`src/rtl/note_tone_player.sv`:
```
// note_tone_player: note memory plus square-wave tone generator.
// Records note codes in load mode and plays them back by index.
module note_tone_player #(
  parameter int DIV_SHIFT  = 0,
  parameter int DEPTH_LOG2 = 4
) (
  input  logic                  clk,
  input  logic                  reset,
  input  logic                  ld_note,
  input  logic                  ld_play,
  input  logic [3:0]            note_in,
  input  logic [3:0]            note_counter,
  input  logic                  next_note_en,
  output logic                  audio_out,
  output logic [3:0]            current_note,
  output logic [DEPTH_LOG2:0]   notes_stored,
  output logic                  mem_full,
  output logic                  tone_active
);

  localparam int DEPTH = 1 << DEPTH_LOG2;
  localparam logic [DEPTH_LOG2:0] FULL_CNT =
    (DEPTH_LOG2+1)'(DEPTH);

  logic [3:0]            mem_q [DEPTH];
  logic [DEPTH_LOG2:0]   cnt_q, cnt_d;
  logic                  ld_note_q;
  logic                  ld_play_q;
  logic [3:0]            cur_q, cur_d;
  logic [16:0]           tcnt_q, tcnt_d;
  logic                  aud_q, aud_d;

  logic                  wr_en;
  logic [DEPTH_LOG2-1:0] wr_ptr;
  logic [DEPTH_LOG2-1:0] rd_ptr;
  logic [3:0]            rd_code;
  logic                  play_ok;
  logic                  restart;
  logic                  ph_idle;
  logic                  ph_load;
  logic                  ph_wrap;
  logic                  ph_dec;

  // Raw half-period in clk cycles at 50 MHz, C4..C6.
  function automatic logic [16:0] hp_raw(
    input logic [3:0] c
  );
    logic [16:0] h;
    case (c)
      4'd1:    h = 17'd95556;
      4'd2:    h = 17'd85131;
      4'd3:    h = 17'd75843;
      4'd4:    h = 17'd71586;
      4'd5:    h = 17'd63776;
      4'd6:    h = 17'd56818;
      4'd7:    h = 17'd50619;
      4'd8:    h = 17'd47778;
      4'd9:    h = 17'd42565;
      4'd10:   h = 17'd37921;
      4'd11:   h = 17'd35793;
      4'd12:   h = 17'd31888;
      4'd13:   h = 17'd28409;
      4'd14:   h = 17'd25309;
      4'd15:   h = 17'd23889;
      default: h = 17'd0;
    endcase
    return h;
  endfunction

  // Counter reload value H-1; a zero half-period clamps to 0.
  function automatic logic [16:0] hp_reload(
    input logic [3:0] c
  );
    logic [16:0] h;
    h = hp_raw(c) >> DIV_SHIFT;
    return (h == 17'd0) ? 17'd0 : h - 17'd1;
  endfunction

  assign wr_ptr  = cnt_q[DEPTH_LOG2-1:0];
  assign rd_ptr  = note_counter[DEPTH_LOG2-1:0];
  assign rd_code = mem_q[rd_ptr];

  assign mem_full = (cnt_q == FULL_CNT);
  assign wr_en    = ld_note & ~ld_note_q & ~mem_full;

  // Loading while playing is illegal; the write wins.
  assign play_ok = ld_play & ~ld_note;

  assign restart = play_ok &
    (~ld_play_q | next_note_en | (rd_code != cur_q));

  assign ph_load = restart;
  assign ph_idle = ~play_ok |
    (~restart & (cur_q == 4'd0));
  assign ph_wrap = play_ok & ~restart &
    (cur_q != 4'd0) & (tcnt_q == 17'd0);
  assign ph_dec  = play_ok & ~restart &
    (cur_q != 4'd0) & (tcnt_q != 17'd0);

  // Write count saturates at full depth.
  always_comb begin
    cnt_d = cnt_q;
    if (wr_en) cnt_d = cnt_q + 1'b1;
  end

  // Sound the indexed note only in clean playback.
  always_comb begin
    cur_d = 4'd0;
    if (play_ok) cur_d = rd_code;
  end

  // Phase counter and square-wave output.
  always_comb begin
    tcnt_d = tcnt_q;
    aud_d  = aud_q;
    unique case (1'b1)
      ph_idle: begin
        tcnt_d = 17'd0;
        aud_d  = 1'b0;
      end
      ph_load: begin
        tcnt_d = hp_reload(rd_code);
        aud_d  = 1'b0;
      end
      ph_wrap: begin
        tcnt_d = hp_reload(cur_q);
        aud_d  = ~aud_q;
      end
      ph_dec: begin
        tcnt_d = tcnt_q - 17'd1;
      end
      default: begin
        tcnt_d = 17'd0;
        aud_d  = 1'b0;
      end
    endcase
  end

  // Note memory; cleared on reset.
  always_ff @(posedge clk) begin
    if (reset) begin
      for (int i = 0; i < DEPTH; i++)
        mem_q[i] <= 4'd0;
    end else if (wr_en) begin
      mem_q[wr_ptr] <= note_in;
    end
  end

  // Control, note and tone state registers.
  always_ff @(posedge clk) begin
    if (reset) begin
      cnt_q     <= '0;
      ld_note_q <= 1'b0;
      ld_play_q <= 1'b0;
      cur_q     <= 4'd0;
      tcnt_q    <= 17'd0;
      aud_q     <= 1'b0;
    end else begin
      cnt_q     <= cnt_d;
      ld_note_q <= ld_note;
      ld_play_q <= ld_play;
      cur_q     <= cur_d;
      tcnt_q    <= tcnt_d;
      aud_q     <= aud_d;
    end
  end

  assign audio_out    = aud_q;
  assign current_note = cur_q;
  assign notes_stored = cnt_q;
  assign tone_active  = ld_play & (cur_q != 4'd0);

endmodule

```
`config.mk`:
```
export PLATFORM = sky130hd
export DESIGN_NAME = note_tone_player
export DESIGN_NICKNAME = d
export VERILOG_FILES = /design/src/rtl/note_tone_player.sv
export SDC_FILE = /design/constraint.sdc
export NUM_CORES = 1
export LEC_CHECK = 0
export CAP_MARGIN = 5
export CORE_UTILIZATION = 25
export CTS_BUF_LIST = sky130_fd_sc_hd__clkbuf_16
export CTS_CLUSTER_DIAMETER = 80
export DETAILED_ROUTE_END_ITERATION = 8
export PLACE_DENSITY = 0.45
export SKIP_LAST_GASP = 1
export SLEW_MARGIN = 20
export SYNTH_ARGS = -nofsm -noshare
export SYNTH_HDL_FRONTEND = slang
export SYNTH_SLANG_ARGS = --single-unit
```
`constraint.sdc`:
```
create_clock -name clk -period 4.75 [get_ports clk]
set_input_delay 0.7125 -clock clk [delete_from_list [all_inputs] [get_ports clk]]
set_output_delay 0.7125 -clock clk [all_outputs]
set_load 0.1 [all_outputs]
```
; ---- Word level (Yosys, flattened, before mapping)
; Memories as Yosys holds them, arrays and structs flattened. A register that Yosys moved wholly into a read port is not among the register bits.
; Index checks and enable logic that the tools add are counted.
; W data, S select, Z words.
[classes]
mux = 15
n_eq_ne = 2
n_bitwise = 18
reduce_logical = 7
n_addsub = 4
[op_table]
columns = cell, count
row1 = $mux W17, 4
row2 = $logic_not A17 Y1, 3
row3 = $pmux W17 S3, 1
row4 = $sub A17 B1 Y17 const B, 3
row5 = $reduce_bool A17 Y1, 1
row6 = $mux W4, 3
row7 = $and A1 B1 Y1, 9
row8 = $not A1 Y1, 7
row9 = $mux W1, 6
row10 = $add A5 B1 Y5 const B, 1
row11 = $eq A5 B5 Y1 const B, 1
row12 = $ne A4 B4 Y1, 1
row13 = $reduce_bool A4 Y1, 1
row14 = $reduce_or A4 Y1, 1
row15 = $or A1 B1 Y1, 2
row16 = $pmux W1 S2, 1
row17 = $reduce_or A2 Y1, 1
[word_totals]
ram_bits = 64
register_bits = 29
inputBits = 13
n_memories = 3
romBits = 544
out_inout_bits = 12
[memory_table]
columns = memory, depth, word_bits, rd, rd_ports_with_merged_regs, write_ports, line
row1 = (no name shown), 16, 17, 1, 0, 0, 49  ; case (c)
row2 = (no name shown), 16, 17, 1, 1, 0, 49
row3 = mem_q, 16, 4, 1, 0, 16, 25  ; logic [3:0] mem_q [DEPTH];

; ---- Logic depth before layout (Yosys ltp)
; Gate-level depths: netlist of the first run.
[depth]
word_depth = 12
depth_mapped = 19

; ---- Worst setup path before layout of the first run
; OpenSTA, ideal clock, no wires.
[synth_timing]
path_kind = register to register
from = reg cnt_q[0] (netlist: notes_stored[0])
to = mem mem_q[0][0] (enable)
n_path_buf = 0
slack_ns = 0.078
t_arrival_ns = 4.412
synth_period_minus_slack_ns = 4.672
path_stages_with_launch = 10
path_cell_list = dfxtp_1 > inv_1 > ha_1 > nand2_1 > nor3_1 > nor3b_1 > nor2b_1 > nand2_1 > nor3_1 > or2_2
[synth_lines]
columns = item, line
row1 = from (decl), 26  ; logic [DEPTH_LOG2:0] cnt_q, cnt_d;
row2 = from (signal assigned), 159  ; cnt_q <= cnt_d;
row3 = to (decl), 25

; ---- Worst setup path after layout of the first run
[layout_timing]
from = in note_counter[0]
to = reg tcnt_q[10]
[layout_via]
elab_chain_cells = 9
[layout_rtl]
columns = item, line
row1 = from (decl), 12  ; input logic [3:0] note_counter,
row2 = $mem_v2 Z16 W4 (*), --
row3 = branches (longest 7 deep; another with $mem_v2 Z16 W17), --
row4 = $pmux W17 S3 (*), 116  ; unique case (1'b1)
row5 = to (signal assigned), 163  ; tcnt_q <= tcnt_d;
row6 = to (decl), 30  ; logic [16:0] tcnt_q, tcnt_d;
; Mark *: on every way between the ends. The select of a mux whose other input is x is not followed.
; A chain may end at the register's enable or synchronous reset.

==> results of run 1 <==
==> cell type report <==
type / count / area (um2) / share of cell area [%]
Inverter: 20 / 75.1 / 0.984
Tap cell: 335 / 419 / 5.50
Clock buffer: 9 / 225 / 2.95
Sequential cell: 110 / 2840 / 37.3
Multi-Input combinational cell: 504 / 3500 / 45.9
Timing Repair Buffer: 54 / 475 / 6.23
Clock inverter: 7 / 91.3 / 1.20
==> layer usage <==
layer	up-vias	track usage [%]	share of wire, %
met3	17	2.21	2.6
met1	2369	18.7	47
met5	-	0	0
li1	2451	-	-
met4	0	4.09	1.4
met2	83	24.2	49
==> worst max path at each step <==
stage / startpoint / to / slack (ns) / cells past startpoint
6_report: note_counter[0] / tcnt_q[10] / 0.33 / 17
5_1_grt: note_counter[0] / tcnt_q[10] / 0.07 / 17
4_1_cts: note_counter[0] / tcnt_q[10] / 0.32 / 17
3_5_place_dp: note_counter[0] / tcnt_q[10] / -0.05 / 17
3_3_place_gp: note_counter[0] / tcnt_q[10] / 0.1 / 17
2_1_floorplan: notes_stored[0] / mem_q[0][0] / 0.08 / 9
==> worst max-delay path: cells and delay by family <==
| family | cells | cell delay (ns) |
|---|---|---|
| AOI/OAI and AO/OA | 3 | 0.62 |
| muxes | 2 | 0.84 |
| adders and majority gates | 2 | 0.46 |
| and+or+nand+nor | 6 | 0.87 |
| buffers and inverters | 4 | 1.20 |
==> report_power, final <==
part	internal (W)	total, W	switching, W
Combinational	0.000229	0.000583	0.000354
Clock	0.000385	0.000798	0.000413
Sequential	0.00104	0.00106	0.0000241
Total	0.00165	0.00245	0.000792
==> synth_stat cells, drive strengths merged (3+ instances only) <==
library cell,n,area share (%)
a211oi,5,0.57
a22oi,14,1.7
nor2,60,3.5
o21a,3,0.34
a31oi,3,0.28
o22ai,8,0.76
mux2i,15,2.3
nor3b,5,0.64
nor4,13,1.2
xor2,16,2.1
and2,68,6.5
nand3,13,1.1
o21ai,25,2.1
nor2b,8,0.76
xnor2,20,2.7
nand2,54,3.1
inv,19,1.1
a221oi,3,0.49
ha,22,4.2
buf,15,1.6
nand2b,13,1.2
clkbuf,22,1.3
edfxtp,64,29
o31ai,5,0.57
mux2,6,1.0
a21oi,36,3.0
nor3,20,1.5
or2,21,2.0
mux4,15,5.1
o211ai,4,0.46
dfxtp,46,14
==> per-stage QoR <==
stage	power [W]	hold WS [ns]
final	0.00245	0.545
after floorplan	0.00149	0.543
after global placement	0.00168	0.538
after global routing	0.00256	0.567
after CTS	0.00247	0.548
after detailed placement	0.00167	0.522
==> cells by family after synthesis <==
group	count (synthesis)	synth area share, %
adder cells (fa/ha/maj)	22	4.17
AND/OR/NAND/NOR	291	23.4
AO/OA/AOI/OAI	119	12.2
buffers and inverters	57	3.98
multiplexers	36	8.42
flip-flops	110	43.1
XOR/XNOR	36	4.78
==> impl_metrics.json, run 1 <==
{
  "status": "complete, no violations",
  "cts_buffers": 9,
  "clk_pin_slew_ns": 0.09,
  "vias": 4920,
  "routabilityCongestion": 0.840,
  "drt_iter0_drc": 309,
  "worstSetupPathType": "in -> reg",
  "finalCoreUtilization_pct": 29.3,
  "cts_resized": 0,
  "die_w_um": 164,
  "max_stage_delay_ns": 0.61,
  "layout_commonest_cell": "and2_1",
  "crit_arrival_ns": 4.68,
  "drc": 0,
  "power_leakage_nw": 2.84,
  "ff2ff_path_depth": 16,
  "viasPerCell": 4.74,
  "netlist-cell-type-count": 68,
  "final_nets": 734,
  "fp.dieH_um": 164,
  "crit_top_cell": "nand2_1",
  "fin_setup_tns_ns": 0,
  "antenna_found_initial": 0,
  "startpoint_type": "input pin",
  "ios": 25,
  "synth.avg_cell_area_um2": 9.83,
  "ant_nets": 0,
  "critPathRequiredTime_ns": 5.01,
  "synth-warning-count": 0,
  "synth-seq-area-share_pct": 43.1,
  "slew_viol_final": 0,
  "rsz0062_at_grt": "no",
  "synth_edf_count": 64,
  "fmax_mhz": 226,
  "syn_to_final_growth_pct": 15.6,
  "holdPathStages": 1,
  "clock_skew_ns": 0.0215,
  "clock_latency_ns": 0.38,
  "overflow": 0,
  "place_hpwl_um": 14000,
  "cp_max_fo": 13,
  "min_period_ns": 4.42,
  "fin_ws_ns": 0.327,
  "ys_async_sr_fraction_pct": 0,
  "rows": 59,
  "drive_above_1_share_pct": 14.9,
  "whs_endpoint": "notes_stored[4]",
  "slew_headroom_pct": 34.2,
  "r2r_setup_slack_ns": 1.01,
  "grt_max_degree": 29,
  "ctsHoldBuffers": 0,
  "synth_ff_type": "edfxtp_1",
  "hold_viol_final": 0,
  "dr.pass1.iters": 4,
  "synth_cells": 671,
  "place_area_um2": 7310,
  "clock-sinks": 110,
  "fin_cells": 1039,
  "peakVddDrop_mv": 0.158,
  "final_cell_mix": "67 x and2_1, 64 x edfxtp_1, 58 x nor2_1, 54 x nand2_1, 46 x dfxtp_1",
  "hp-class": "reg -> reg",
  "cp_cell_sequence": "clkdlybuf4s50_1 > buf_4 > mux4_2 > a22oi_1 > and2_2 > inv_2 > ha_1 > nand2_1 > nand2_1 > o21ai_0 > ha_1 > nand2_1 > nor3_1 > buf_4 > mux2_2 > a22oi_2 > nor2_1",
  "grt_pass1_vias": 4825,
  "dp.cells": 1023,
  "grt_pass1_wl_um": 28800,
  "min_from": "notes_stored[4]",
  "timing.rr.start": "mem_q[15][0]",
  "cts_tree": "yes",
  "antenna-diode-count": 0,
  "post_cts_buffers": 0,
  "dieArea_um2": 27000,
  "cap_viol_max_count": 0,
  "syn_area_um2": 6600,
  "htree_levels": 3,
  "clockBufferDepth": 2,
  "final_area_um2": 7630,
  "io_buffers": 24,
  "wl_per_cell_um": 17.6,
  "grt_usage_pct": 14.3,
  "yosys_register_bits": 110,
  "r2r-end": "tcnt_q[10]",
  "fill_cells": 2776,
  "finalCritPeriodShare_pct": 93.1,
  "routed_wl_um": 18300,
  "clock-root-buffer": "clkbuf_16",
  "syn-num-nets": 706,
  "pre_cts_slack_ns": -0.0530,
  "worstMarginPinSlew_ns": 0.984,
  "initial_utilization_pct": 25.4,
  "setup_viol_count_final": 0,
  "cp-end-kind": "register",
  "coreArea_um2": 26000,
  "power_density_nw_per_um2": 321,
  "slowest_stage": "clkdlybuf4s50_1"
}
Power figures use the tool's default switching activity.
==> run 2, diff against run 1 <==
Settings changed: CELL_PAD_IN_SITES_DETAIL_PLACEMENT from default to 1, CELL_PAD_IN_SITES_GLOBAL_PLACEMENT from default to 2, PLACE_DENSITY 0.45 to 0.6.
==> run 2 against run 1 <==
  * Register-to-register slack lost 0.12 ns
  * Sequential cell count is the same
  * Fmax grew 0.37%
  * Worst setup slack gained 0.016 ns
  * Count of clock-buffer cells in the layout is the same
  * Power grew 1.9%
  * Final area grew 0.53%
  * Sequential share of layout area shrank 0.19 points
==> impl_metrics.json, run 2 (same netlist as run 1, synthesis figures left out) <==
{
  "status": "complete, no violations",
  "htree_levels": 3,
  "cp.buffers_inverters": 4,
  "ios": 25,
  "peakVddDrop_mv": 0.182,
  "clock_latency_ns": 0.37,
  "ant_nets": 0,
  "fin_setup_tns_ns": 0,
  "post_cts_buffers": 0,
  "ff2ff_path_depth": 16,
  "cts_tree": "yes",
  "dr.pass1.iters": 4,
  "clock_skew_ns": 0.0194,
  "layout_commonest_cell": "and2_1",
  "clock-sinks": 110,
  "wl_per_cell_um": 18.8,
  "hold_ws_ns": 0.565,
  "slew_headroom_pct": 34.9,
  "fp.dieH_um": 164,
  "crit_top_cell": "nand2_1",
  "worstSetupPathType": "in -> reg",
  "viasPerCell": 4.76,
  "die_w_um": 164,
  "dieArea_um2": 27000,
  "slew_viol_final": 0,
  "clk_pin_slew_ns": 0.08,
  "hp-class": "reg -> reg",
  "io_buffers": 24,
  "multi_input_area_um2": 3500,
  "rows": 59,
  "place_hpwl_um": 15500,
  "crit_family": "compound AO/OA/AOI/OAI gates",
  "power_density_nw_per_um2": 325,
  "path_depth": 18,
  "clockBufferDepth": 2,
  "fill_cells": 2990,
  "grt_max_degree": 29,
  "cp-end-kind": "register",
  "final_cell_mix": "67 x and2_1, 64 x edfxtp_1, 58 x nor2_1, 54 x nand2_1, 46 x dfxtp_1",
  "antenna_found_initial": 0,
  "overflow": 0,
  "drt_iter0_drc": 269,
  "p_total_w": 0.00249,
  "coreArea_um2": 26000,
  "regArea_um2": 2840,
  "final_nets": 740,
  "hold_viol_final": 0,
  "worstMarginPinSlew_ns": 0.973,
  "fmax_mhz": 227,
  "rsz0062_at_grt": "yes",
  "cap_viol_max_count": 0,
  "grt_usage_pct": 15.3,
  "cts_buffers": 9,
  "finalCritPeriodShare_pct": 92.8,
  "cp_max_fo": 10,
  "clock-root-buffer": "clkbuf_16",
  "grt_pass1_vias": 5412,
  "crit_arrival_ns": 4.70,
  "drc": 0,
  "holdPathStages": 1,
  "initial_utilization_pct": 25.4,
  "antenna-diode-count": 0,
  "startpoint_type": "input pin",
  "critPathRequiredTime_ns": 5.04,
  "slowest_stage": "a311oi_2",
  "power_leakage_nw": 2.86,
  "drive_above_1_share_pct": 15.6,
  "vias": 4975,
  "cts_resized": 0,
  "grt_pass1_wl_um": 31000,
  "routabilityCongestion": 0.819,
  "max_stage_delay_ns": 0.66,
  "min_period_ns": 4.41,
  "routed_wl_um": 19600,
  "cp_cell_sequence": "clkdlybuf4s50_1 > buf_4 > mux2i_1 > a221oi_1 > a21oi_1 > or2_2 > clkinv_1 > ha_1 > nand2_1 > nand2_1 > o21ai_0 > ha_1 > nand2_1 > nor3_1 > a311oi_2 > buf_4 > nand2b_1 > a21oi_1",
  "ctsHoldBuffers": 0,
  "setup_viol_count_final": 0,
  "syn_to_final_growth_pct": 16.2
}
run 2: cell count changes in the layout (fill, tap and decap cells not counted):
cell      previous run  this run
buf_12               1         0
inv_12               1         2
clkinv_4             1         0
buf_4               30        37
run 2: cell type report:
class	instances	area share, %
timing repair buffer	60	6.63
inverter	20	0.979
clock buffer	9	2.94
sequential	110	37.1
multi-input combinational	504	45.6
clock inverter	7	1.29
tap	335	5.47
run 2: where the power goes:
part	leakage [nW]	switching (W)	internal (W)
sequential	1.03	0.0000240	0.00104
combinational	1.67	0.000369	0.000238
clock	0.157	0.000430	0.000392
run 2: worst reg2reg max path, cell delays in order (launching register included):
cell and delay [ns]:
edfxtp_1 0.44, mux4_2 0.52, nand2b_1 0.16, a21oi_1 0.22, or2_2 0.23, clkinv_1 0.13
ha_1 0.23, nand2b_1 0.17, a21oi_1 0.13, a31oi_1 0.06, ha_1 0.23, nand2_1 0.08
nor3_1 0.07, a311oi_2 0.66, buf_4 0.25, nand2b_1 0.06, a21oi_1 0.13
run 2: routing by layer:
layer / track usage (%) / wire [um] / up-vias
met5: 0 / 0 / -
met2: 27.8 / 10300 / 45
met1: 18.7 / 8710 / 2452
met4: 4.34 / 303 / 0
met3: 2.34 / 326 / 16
li1: - / - / 2462
run 2: final timing paths:
kind | from | to | slack, ns
hold / removal | notes_stored[4] | notes_stored[4] | 0.57
setup reg to reg | mem_q[15][0] | tcnt_q[1] | 0.89
hold reg to reg | notes_stored[4] | notes_stored[4] | 0.57
setup / recovery | note_counter[0] | tcnt_q[1] | 0.34
run 2: per-stage QoR:
stage | area (um2) | instances | setup WS (ns) | utilization (%)
4_1_cts | 7670 | 1045 | 0.216 | 29.5
3_3_place_gp | 7340 | 1029 | 0.0148 | 28.3
3_5_place_dp | 7340 | 1029 | -0.116 | 28.3
6_report | 7670 | 1045 | 0.344 | 29.5
2_1_floorplan | 6600 | 671 | 0.0777 | -
5_1_grt | 7670 | 1045 | -0.0185 | 29.5
